**src/rtl/rx_wb_pack_pkg.sv**
```systemverilog
`default_nettype none
// rx_wb_pack_pkg -- word-count constants and sequencer state encoding shared by the RX word packer. Rev 1.0
package rx_wb_pack_pkg;

  localparam int NARROW_WPC = 2;
  localparam int WIDE_WPC   = 3;

  typedef enum logic [0:0] {
    ST_IDLE = 1'b0,
    ST_EMIT = 1'b1
  } seq_state_e;

  function automatic logic [1:0] last_word_idx(input logic wide);
    return wide ? 2'(WIDE_WPC - 1) : 2'(NARROW_WPC - 1);
  endfunction

endpackage
`default_nettype wire

```
**src/rtl/rx_frame_fifo.sv**
```systemverilog
`default_nettype none
// rx_frame_fifo -- frame FIFO with a registered read port; rd_data_o holds the last popped frame. Rev 1.0
module rx_frame_fifo #(
  parameter int WIDTH = 144,
  parameter int DEPTH = 16
) (
  input  logic                     clk_i,
  input  logic                     rst_ni,
  input  logic                     wr_en_i,
  input  logic [WIDTH-1:0]         wr_data_i,
  input  logic                     rd_en_i,
  output logic [WIDTH-1:0]         rd_data_o,
  output logic                     full_o,
  output logic                     empty_o,
  output logic [$clog2(DEPTH):0]   level_o
);

  localparam int AW = $clog2(DEPTH);
  localparam logic [AW:0] c_full_cnt = DEPTH[AW:0];

  logic [WIDTH-1:0] mem_q [DEPTH];
  logic [WIDTH-1:0] rd_data_q;
  logic [AW-1:0]    wr_ptr_q, rd_ptr_q;
  logic [AW:0]      count_q;
  logic             w_push, w_pop;

  assign full_o  = (count_q == c_full_cnt);
  assign empty_o = (count_q == '0);
  // A write into a full FIFO is taken only when a read frees the slot in the same cycle.
  assign w_pop   = rd_en_i && !empty_o;
  assign w_push  = wr_en_i && (!full_o || w_pop);

  always_ff @(posedge clk_i or negedge rst_ni) begin
    if (!rst_ni) begin
      wr_ptr_q  <= '0;
      rd_ptr_q  <= '0;
      count_q   <= '0;
      rd_data_q <= '0;
    end else begin
      if (w_push) wr_ptr_q <= wr_ptr_q + 1'b1;
      if (w_pop) begin
        rd_ptr_q  <= rd_ptr_q + 1'b1;
        rd_data_q <= mem_q[rd_ptr_q];
      end
      count_q <= count_q + {{AW{1'b0}}, w_push} - {{AW{1'b0}}, w_pop};
    end
  end

  always_ff @(posedge clk_i) begin
    if (w_push) mem_q[wr_ptr_q] <= wr_data_i;
  end

  assign rd_data_o = rd_data_q;
  assign level_o   = count_q;

endmodule
`default_nettype wire

```
**src/rtl/rx_wb_pack.sv**
```systemverilog
`default_nettype none
// rx_wb_pack -- buffers multi-channel I/Q frames and serialises them as 16-bit words. Rev 1.0
module rx_wb_pack
  import rx_wb_pack_pkg::*;
#(
  parameter int NCH      = 4,
  parameter int IN_WIDTH = 18,
  parameter int DEPTH    = 16
) (
  input  logic                      adc_clk,
  input  logic                      reset_n,
  input  logic                      enable,
  input  logic                      mode,
  input  logic                      in_strobe,
  input  logic [NCH*IN_WIDTH-1:0]   in_i,
  input  logic [NCH*IN_WIDTH-1:0]   in_q,
  output logic                      out_valid,
  input  logic                      out_ready,
  output logic [15:0]               out_data,
  output logic [2:0]                out_chan,
  output logic                      out_last,
  output logic [15:0]               ovfl_cnt,
  output logic [$clog2(DEPTH):0]    fifo_level
);

  localparam int FW = 2 * NCH * IN_WIDTH;

  seq_state_e           state_q, state_d;
  logic [2:0]           chan_q, chan_d;
  logic [1:0]           word_q, word_d;
  logic                 mode_q, mode_d;
  logic [15:0]          ovfl_q;
  logic                 w_push_req, w_pop, w_full, w_empty, w_drop;
  logic                 w_word_last, w_chan_last;
  logic [FW-1:0]        w_frame;
  logic [IN_WIDTH-1:0]  w_i, w_q;
  logic [15:0]          w_word;

  function automatic logic [7:0] sext_hi(input logic [IN_WIDTH-1:0] s);
    logic [23:0] e;
    e = 24'($signed(s));
    return e[23:16];
  endfunction

  assign w_push_req = in_strobe && enable;
  assign w_drop     = w_push_req && w_full && !w_pop;

  rx_frame_fifo #(
    .WIDTH (FW),
    .DEPTH (DEPTH)
  ) u_fifo (
    .clk_i     (adc_clk),
    .rst_ni    (reset_n),
    .wr_en_i   (w_push_req),
    .wr_data_i ({in_q, in_i}),
    .rd_en_i   (w_pop),
    .rd_data_o (w_frame),
    .full_o    (w_full),
    .empty_o   (w_empty),
    .level_o   (fifo_level)
  );

  assign w_word_last = (word_q == last_word_idx(mode_q));
  assign w_chan_last = (chan_q == 3'(NCH - 1));

  always_ff @(posedge adc_clk or negedge reset_n) begin
    if (!reset_n) begin
      state_q <= ST_IDLE;
      chan_q  <= '0;
      word_q  <= '0;
      mode_q  <= 1'b0;
      ovfl_q  <= '0;
    end else begin
      state_q <= state_d;
      chan_q  <= chan_d;
      word_q  <= word_d;
      mode_q  <= mode_d;
      if (w_drop && ovfl_q != 16'hFFFF) ovfl_q <= ovfl_q + 16'd1;
    end
  end

  // Popping on the final handshake keeps back-to-back frames bubble-free; mode is sampled only at pop.
  always_comb begin
    state_d = state_q;
    chan_d  = chan_q;
    word_d  = word_q;
    mode_d  = mode_q;
    w_pop   = 1'b0;
    case (state_q)
      ST_IDLE: begin
        if (!w_empty) begin
          w_pop   = 1'b1;
          state_d = ST_EMIT;
          chan_d  = '0;
          word_d  = '0;
          mode_d  = mode;
        end
      end
      ST_EMIT: begin
        if (out_ready) begin
          if (!w_word_last) begin
            word_d = word_q + 2'd1;
          end else begin
            word_d = '0;
            if (!w_chan_last) begin
              chan_d = chan_q + 3'd1;
            end else begin
              chan_d = '0;
              if (!w_empty) begin
                w_pop  = 1'b1;
                mode_d = mode;
              end else begin
                state_d = ST_IDLE;
              end
            end
          end
        end
      end
      default: state_d = ST_IDLE;
    endcase
  end

  assign w_i = w_frame[int'(chan_q) * IN_WIDTH +: IN_WIDTH];
  assign w_q = w_frame[NCH * IN_WIDTH + int'(chan_q) * IN_WIDTH +: IN_WIDTH];

  always_comb begin
    w_word = '0;
    if (!mode_q) begin
      w_word = (word_q == 2'd0) ? w_i[IN_WIDTH-1 -: 16] : w_q[IN_WIDTH-1 -: 16];
    end else begin
      case (word_q)
        2'd0:    w_word = w_i[15:0];
        2'd1:    w_word = w_q[15:0];
        default: w_word = {sext_hi(w_i), sext_hi(w_q)};
      endcase
    end
  end

  assign out_valid = (state_q == ST_EMIT);
  assign out_data  = out_valid ? w_word : 16'h0000;
  assign out_chan  = chan_q;
  assign out_last  = out_valid && w_word_last && w_chan_last;
  assign ovfl_cnt  = ovfl_q;

endmodule
`default_nettype wire

```
**config.mk**
```make
export PLATFORM = sky130hd
export DESIGN_NAME = rx_wb_pack
export DESIGN_NICKNAME = d
export VERILOG_FILES = /design/src/rtl/rx_wb_pack_pkg.sv /design/src/rtl/rx_frame_fifo.sv /design/src/rtl/rx_wb_pack.sv
export SDC_FILE = /design/constraint.sdc
export NUM_CORES = 2
export LEC_CHECK = 0
export ABC_AREA = 1
export CELL_PAD_IN_SITES_DETAIL_PLACEMENT = 1
export CELL_PAD_IN_SITES_GLOBAL_PLACEMENT = 2
export CORE_MARGIN = 5
export CORE_UTILIZATION = 49
export CTS_BUF_LIST = sky130_fd_sc_hd__clkbuf_4
export DETAILED_ROUTE_END_ITERATION = 6
export PLACE_DENSITY_LB_ADDON = 0.1
export SLEW_MARGIN = 20
export SYNTH_ARGS = -nofsm -noshare
export SYNTH_HDL_FRONTEND = slang
export SYNTH_SLANG_ARGS = --single-unit
```
**constraint.sdc**
```tcl
create_clock -name adc_clk -period 20 [get_ports adc_clk]
set_input_delay 4 -clock adc_clk [delete_from_list [all_inputs] [get_ports adc_clk]]
set_output_delay 4 -clock adc_clk [all_outputs]
set_load 0.1 [all_outputs]
```
Word level (Yosys, flattened, before mapping). Memories as Yosys holds them, arrays and structs flattened. A register that Yosys moved wholly into a read port is not among the register bits. Cells that the tools add are included.

$add $sub $neg: 8. Multipliers: 1. Divide/modulo/power cells: 0. Order comparisons: 0. Equality and inequality tests: 9. Shift operators: 2. Mux-type cells: 30. Bitwise operators: 1. Reduce and logical (&&, ||, !) cells: 18.

Operators with widths (number): $shiftx A144 B10 Y18 (1); $shiftx A144 B32 Y18 (1); $mux W16 (3); $pmux W16 S2 (1); $add A16 B1 Y16 const B (1); $ne A16 B16 Y1 const B (1); $mux W1 (13); $mux W3 (4); $add A7 B8 Y9 const A (1); $add A4 B1 Y4 const B (2); $logic_and A1 B1 Y1 (8); $mux W2 (4); $mul A3 B4 Y7 const B (1); $pmux W1 S2 (3); $pmux W3 S2 (1); $reduce_and A3 Y1 (2); $add A5 B1 Y5 (1); $eq A5 B5 Y1 const B (1); $logic_not A5 Y1 (1); $sub A5 B1 Y5 (1); $logic_not A1 Y1 (4); $ne A2 B1 Y1 const B (2); $ne A2 B2 Y1 const B (2); $pmux W2 S2 (1); 9 further kinds (9).

Flip-flop bits (word level): 36. Latch bits: 0. Bits in writable memories: 2304. Bits in read-only memories: 0. Output and inout port bits: 42. Logic and storage cells: 78. Memories kept: 1.

Memories: u_fifo.mem_q (depth 16, bits a word 144, rd ports 1, clocked after Yosys merged registers in 1, write ports 1, line rx_frame_fifo.sv:21) `logic [WIDTH-1:0] mem_q [DEPTH];`.

Longest topological paths before layout.
Depth in word-level cells: 11. Depth in mapped cells: 18.

Modules after synthesis. A second synthesis with hierarchy kept.

Cell total of the unflattened synthesis: 8622. Area, all modules: 100213.6 um^2.

By module, submodules not included: rx_frame_fifo (instances 1, cells each 7918, area each 96684.0 um^2, seq. area each 73115.1 um^2); rx_wb_pack (instances 1, cells each 704, area each 3529.6 um^2, seq. area each 575.6 um^2).

Worst setup path after synthesis. Ideal clock, no wire load.

Path kind: in2reg. Start point: input out_ready. End point: memory u_fifo.mem_q[0][0] (enable). Setup time: 0.649 ns. Data arrival time: 10.776 ns. Required time: 19.351 ns. Setup slack: 8.575 ns. Stages: 8. Buffers on the path: 0. Path through: nand2_1 -> inv_2 -> nand4_1 -> nand3_1 -> nand2_1 -> clkinv_1 -> nand2_1 -> nor2_1.

Word-level cells in the longest chain between the ends: 7.

Ends and longest elaborated chain: start: declaration (line rx_wb_pack.sv:18) `input logic out_ready,`; $mux W1 (line rx_wb_pack.sv:100) `if (out_ready) begin`; $pmux W1 S2 (line rx_wb_pack.sv:89) `case (state_q)`; $logic_and A1 B1 Y1 (line rx_frame_fifo.sv:30) `assign w_pop = rd_en_i && !empty_o;`; $logic_or A1 B1 Y1 (line rx_frame_fifo.sv:31) `assign w_push = wr_en_i && (!full_o || w_pop);`; $logic_and A1 B1 Y1 (line rx_frame_fifo.sv:31); $mux W1 (line rx_frame_fifo.sv:50) `if (w_push) mem_q[wr_ptr_q] <= wr_data_i;`; $mux W1 (implied by the code) (line rx_frame_fifo.sv:50); end: declaration (line rx_frame_fifo.sv:21).

No other way between the ends.

Worst setup path after layout.
Start point: register chan_q[0] (netlist: out_chan[0]). End point: output out_data[3].

Word-level cells in the longest chain between the ends: 6. Elaborated cells between the ends (all ways): 8.

Ends and longest elaborated chain: start: declaration (line rx_wb_pack.sv:29) `logic [2:0] chan_q, chan_d;`; start signal: assignment (line rx_wb_pack.sv:75) `chan_q <= chan_d;`; $mul A3 B4 Y7 (*) (line rx_wb_pack.sv:123, rx_wb_pack.sv:124); $add A7 B8 Y9 (line rx_wb_pack.sv:124) `assign w_q = w_frame[NCH * IN_WIDTH + int'(chan_q) * IN_WIDTH +: IN_WIDTH];`; $shiftx A144 B10 Y18 (line rx_wb_pack.sv:124); $pmux W16 S2 or $mux W16 (tied branches) (line rx_wb_pack.sv:131, rx_wb_pack.sv:129); $mux W16 (*) (line rx_wb_pack.sv:128) `if (!mode_q) begin`; $mux W16 (*) (line rx_wb_pack.sv:140) `assign out_data = out_valid ? w_word : 16'h0000;`; end: declaration (line rx_wb_pack.sv:19) `output logic [15:0] out_data,`.

Every way passes the cells marked *; elsewhere a longest branch is shown, timed or not.

==> results.sh <==
export IMPL_whs_ps=482
export IMPL_synth_compound_area_share_pct=6.88
export IMPL_rsz0062_at_grt="false"
export IMPL_yosysWarnings=0
export IMPL_p_per_area_nw_per_um2=129
export IMPL_cts_buffer_depth=4
export IMPL_crit_arrival_ps=5660
export IMPL_hold_viol=0
export IMPL_slew_headroom_pct=12.9
export IMPL_avgSynthCellArea_um2=12.1
export IMPL_grt_max_degree=207
export IMPL_status="completed"
export IMPL_cp_required_ps=16000
export IMPL_synth_area_leaders="edfxtp_1 (70%), nand2_1 (7.3%), nand3_1 (5.5%)"
export IMPL_cts_resized=0
export IMPL_viasPerCell=5.90
export IMPL_synth_edf_count=2304
export IMPL_tns_ps=0
export IMPL_netlist_top_cells_count="edfxtp_1 (2304), nand2_1 (1935), nand3_1 (1080), o21ai_0 (727), nor2_1 (658)"
export IMPL_slew_violations=0
export IMPL_peakVddDrop_mv=0.0954
export IMPL_seq_power_share_pct=43.6
export IMPL_setup_worst_path_end_class="output pin"
export IMPL_p_int_uw=9330
export IMPL_fmax_mhz=103
export IMPL_critPathMaxStageDelay_ps=1240
export IMPL_worst_clock_skew_ps=78.3
export IMPL_cts_made_buffers=663
export IMPL_area_growth_syn_to_layout_pct=12.9
export IMPL_drt_first_iter_violations=6368
export IMPL_seq_area_frac_synth_pct=74.5
export IMPL_synth_top_cell_area_share_pct=69.9
export IMPL_nNetsFinal=8749
export IMPL_die_w_um=459
export IMPL_crit_chain="inv_4 > nand2_1 > nand3_1 > nand3_1 > a21oi_1 > o21ai_0 > a21oi_1 > clkdlybuf4s50_1"
export IMPL_synth_area_um2=99000
export IMPL_final_util_pct=55.4
export IMPL_fin_crit_sh_pct=48.3
export IMPL_num_rows=165
export IMPL_synth_mux_area_fraction_pct=0
export IMPL_first_pass_iters=5
export IMPL_finalPower_uw=14400
export IMPL_synthSimpleGateAreaFrac_pct=15.5
export IMPL_clockPowerShare_pct=31.6
export IMPL_cts_root_buf="clkbuf_4"
export IMPL_netSwitchingPower_uw=5030
export IMPL_netlist_instances=8153
export IMPL_grt_ovfl_total=0
export IMPL_regArea_um2=73700
export IMPL_startpoint_type="flip-flop"
export IMPL_antenna_found_initial=30
export IMPL_power_leakage_uw=0.0400
export IMPL_p_comb_share_pct=24.7
export IMPL_hold_class="reg -> reg"
export IMPL_remaining_drc_errors=0
export IMPL_synth_top_family_by_area="simple AND/OR/NAND/NOR gates"
export IMPL_ys_async_sr_fraction_pct=7.25
export IMPL_design_area_um2=112000
export IMPL_cts_sinks=2484
export IMPL_ys_types=31
export IMPL_setup_violations=0
export IMPL_grt_pass1_wl_um=473000
export IMPL_maxCapViolCount=0
export IMPL_vias=69471
export IMPL_cp_max_fo=76
export IMPL_multi_input_area_um2=22700
export IMPL_synth_flop_cell="edfxtp_1"
export IMPL_cts_tree="built"
export IMPL_p_sw_share_pct=35.0
export IMPL_period_needed_ps=9660
export IMPL_clkTransAtPathRegs_ps=60
export IMPL_pin_count=192
export IMPL_cts_hold_buf=0
export IMPL_yosysTopAreaCell="edfxtp_1"
export IMPL_synth_xor_area_share_pct=0.195
export IMPL_core_area_um2=201000
export IMPL_synth_nets=8319
export IMPL_grt_pass1_vias=72421
export IMPL_grt_use_total_pct=30.1
export IMPL_slowest_stage="clkdlybuf4s50_1"
export IMPL_clock_latency_ps=1440
export IMPL_synth_seq_cells=2484
export IMPL_cts_setup_buffers=0
export IMPL_chipHeight_um=459
export IMPL_start_util_pct=49.1
export IMPL_port_buffers=191
export IMPL_gp_congestion=0.825
export IMPL_synth_adder_area_share_pct=0.210
export IMPL_dp_hpwl_um=170000
export IMPL_die_area_um2=211000
export IMPL_wl_um=322000
export IMPL_htree_num_levels=6
export IMPL_critical_path_class="reg -> out"
export IMPL_ant_nets=0
export IMPL_wl_per_cell_um=27.4
export IMPL_drive_above_1_share_pct=13.5
export IMPL_dpl_cell_area_um2=103000
export IMPL_synth_most_common_cell="edfxtp_1"
export IMPL_fillers=20755
export IMPL_worst_slew_pin_slew_ps=1310
-- layout by cell type, fill, tap and decap left out, types with 14 or more instances in the layout --
cell / netlist / final
o21ai_1: 14 / 14
o21ai_0: 727 / 727
buf_4: 9 / 95
dfrtp_1: 180 / 174
nor3_1: 25 / 25
edfxtp_1: 2304 / 2304
a21boi_0: 31 / 31
buf_12: 0 / 14
diode_2: 0 / 20
nor2_1: 658 / 641
xor2_1: 17 / 17
a21oi_1: 216 / 216
ha_1: 15 / 15
clkbuf_4: 0 / 1051
clkdlybuf4s50_1: 0 / 190
clkinv_1: 3 / 95
inv_1: 102 / 102
nand2_1: 1935 / 1933
nand3_1: 1080 / 1080
nor2_4: 0 / 16
o22ai_1: 281 / 281
-- layout make-up --
class | count | area share (%)
sequential | 2484 | 66.0
multi-input combinational | 5020 | 20.3
clock buffer | 1051 | 7.06
tap | 2672 | 2.99
timing repair buffer | 300 | 2.61
clock inverter | 114 | 0.557
inverter | 114 | 0.421
antenna | 20 | 0.0448
-- layer usage --
layer / track usage [%] / part of all wire [%] / vias to the layer above
met5: 0 / 0.038 / -
met4: 11.4 / 3.3 / 18
met3: 5.96 / 6.7 / 486
met2: 49.4 / 48 / 2511
met1: 40.0 / 42 / 35996
li1: - / - / 30460
-- cell families (layout without fill, tap and decap cells) --
kind of cell,after synthesis,in the layout
DFF,2484,2484
adders and majority gates,16,16
and+or+nand+nor,3709,3709
xor gates and xnor gates,22,22
AOI/OAI and AO/OA,1273,1273
buffers and inverters,649,1579
other,0,20
-- flip-flops by register name (all words and copies together), names as in the netlist --
| signal | count |
|---|---|
| u_fifo.wr_ptr_q | 4 |
| mode_q | 1 |
| word_q | 2 |
| u_fifo.level_o | 5 |
| out_valid | 1 |
| u_fifo.rd_ptr_q | 4 |
| out_chan | 3 |
| ovfl_cnt | 16 |
| u_fifo.rd_data_o | 144 |
| u_fifo.mem_q | 2304 |
-- through the flow --
stage / setup slack (ps) / instances
floorplan: 8570 / 8153
global placement: 11180 / 10589
detailed placement: 11010 / 10589
CTS: 9910 / 11754
global route: 9990 / 11764
finish: 10340 / 11775
-- path summary, 6_finish.rpt --
path | end | depth (start not counted) | slack [ps] | startpoint
min reg2reg | u_fifo.rd_data_o[131]$_DFFE_PN0P_ | 2 | 480 | u_fifo.rd_data_o[131]$_DFFE_PN0P_
max | out_data[3] | 8 | 10340 | out_chan[0]$_DFFE_PN0P_
min in group asynchronous | ovfl_cnt[12]$_DFFE_PN0P_ | 1 | 2660 | reset_n
max in group asynchronous | u_fifo.rd_ptr_q[3]$_DFFE_PN0P_ | 3 | 14630 | reset_n
min | u_fifo.rd_data_o[131]$_DFFE_PN0P_ | 2 | 480 | u_fifo.rd_data_o[131]$_DFFE_PN0P_
max reg2reg | u_fifo.mem_q[12][133]$_DFFE_PP_ | 11 | 14270 | out_chan[0]$_DFFE_PN0P_
-- worst max-delay path: cells and delay by family (launching register included) --
family	cells	cell delay, ps
AOI/OAI and AO/OA	3	1070
buffers and inverters	2	1950
DFF	1	780
and+or+nand+nor	3	420
-- power by group through the flow --
stage	Sequential, uW	Clock, uW	Combinational [uW]
2_1_floorplan	6270	0	2310
3_3_place_gp	6360	0	3480
3_5_place_dp	6370	0	3550
4_1_cts	6260	4640	3570
5_1_grt	6270	4950	3850
6_report	6260	4540	3550
(Power assumes the default switching activity.)
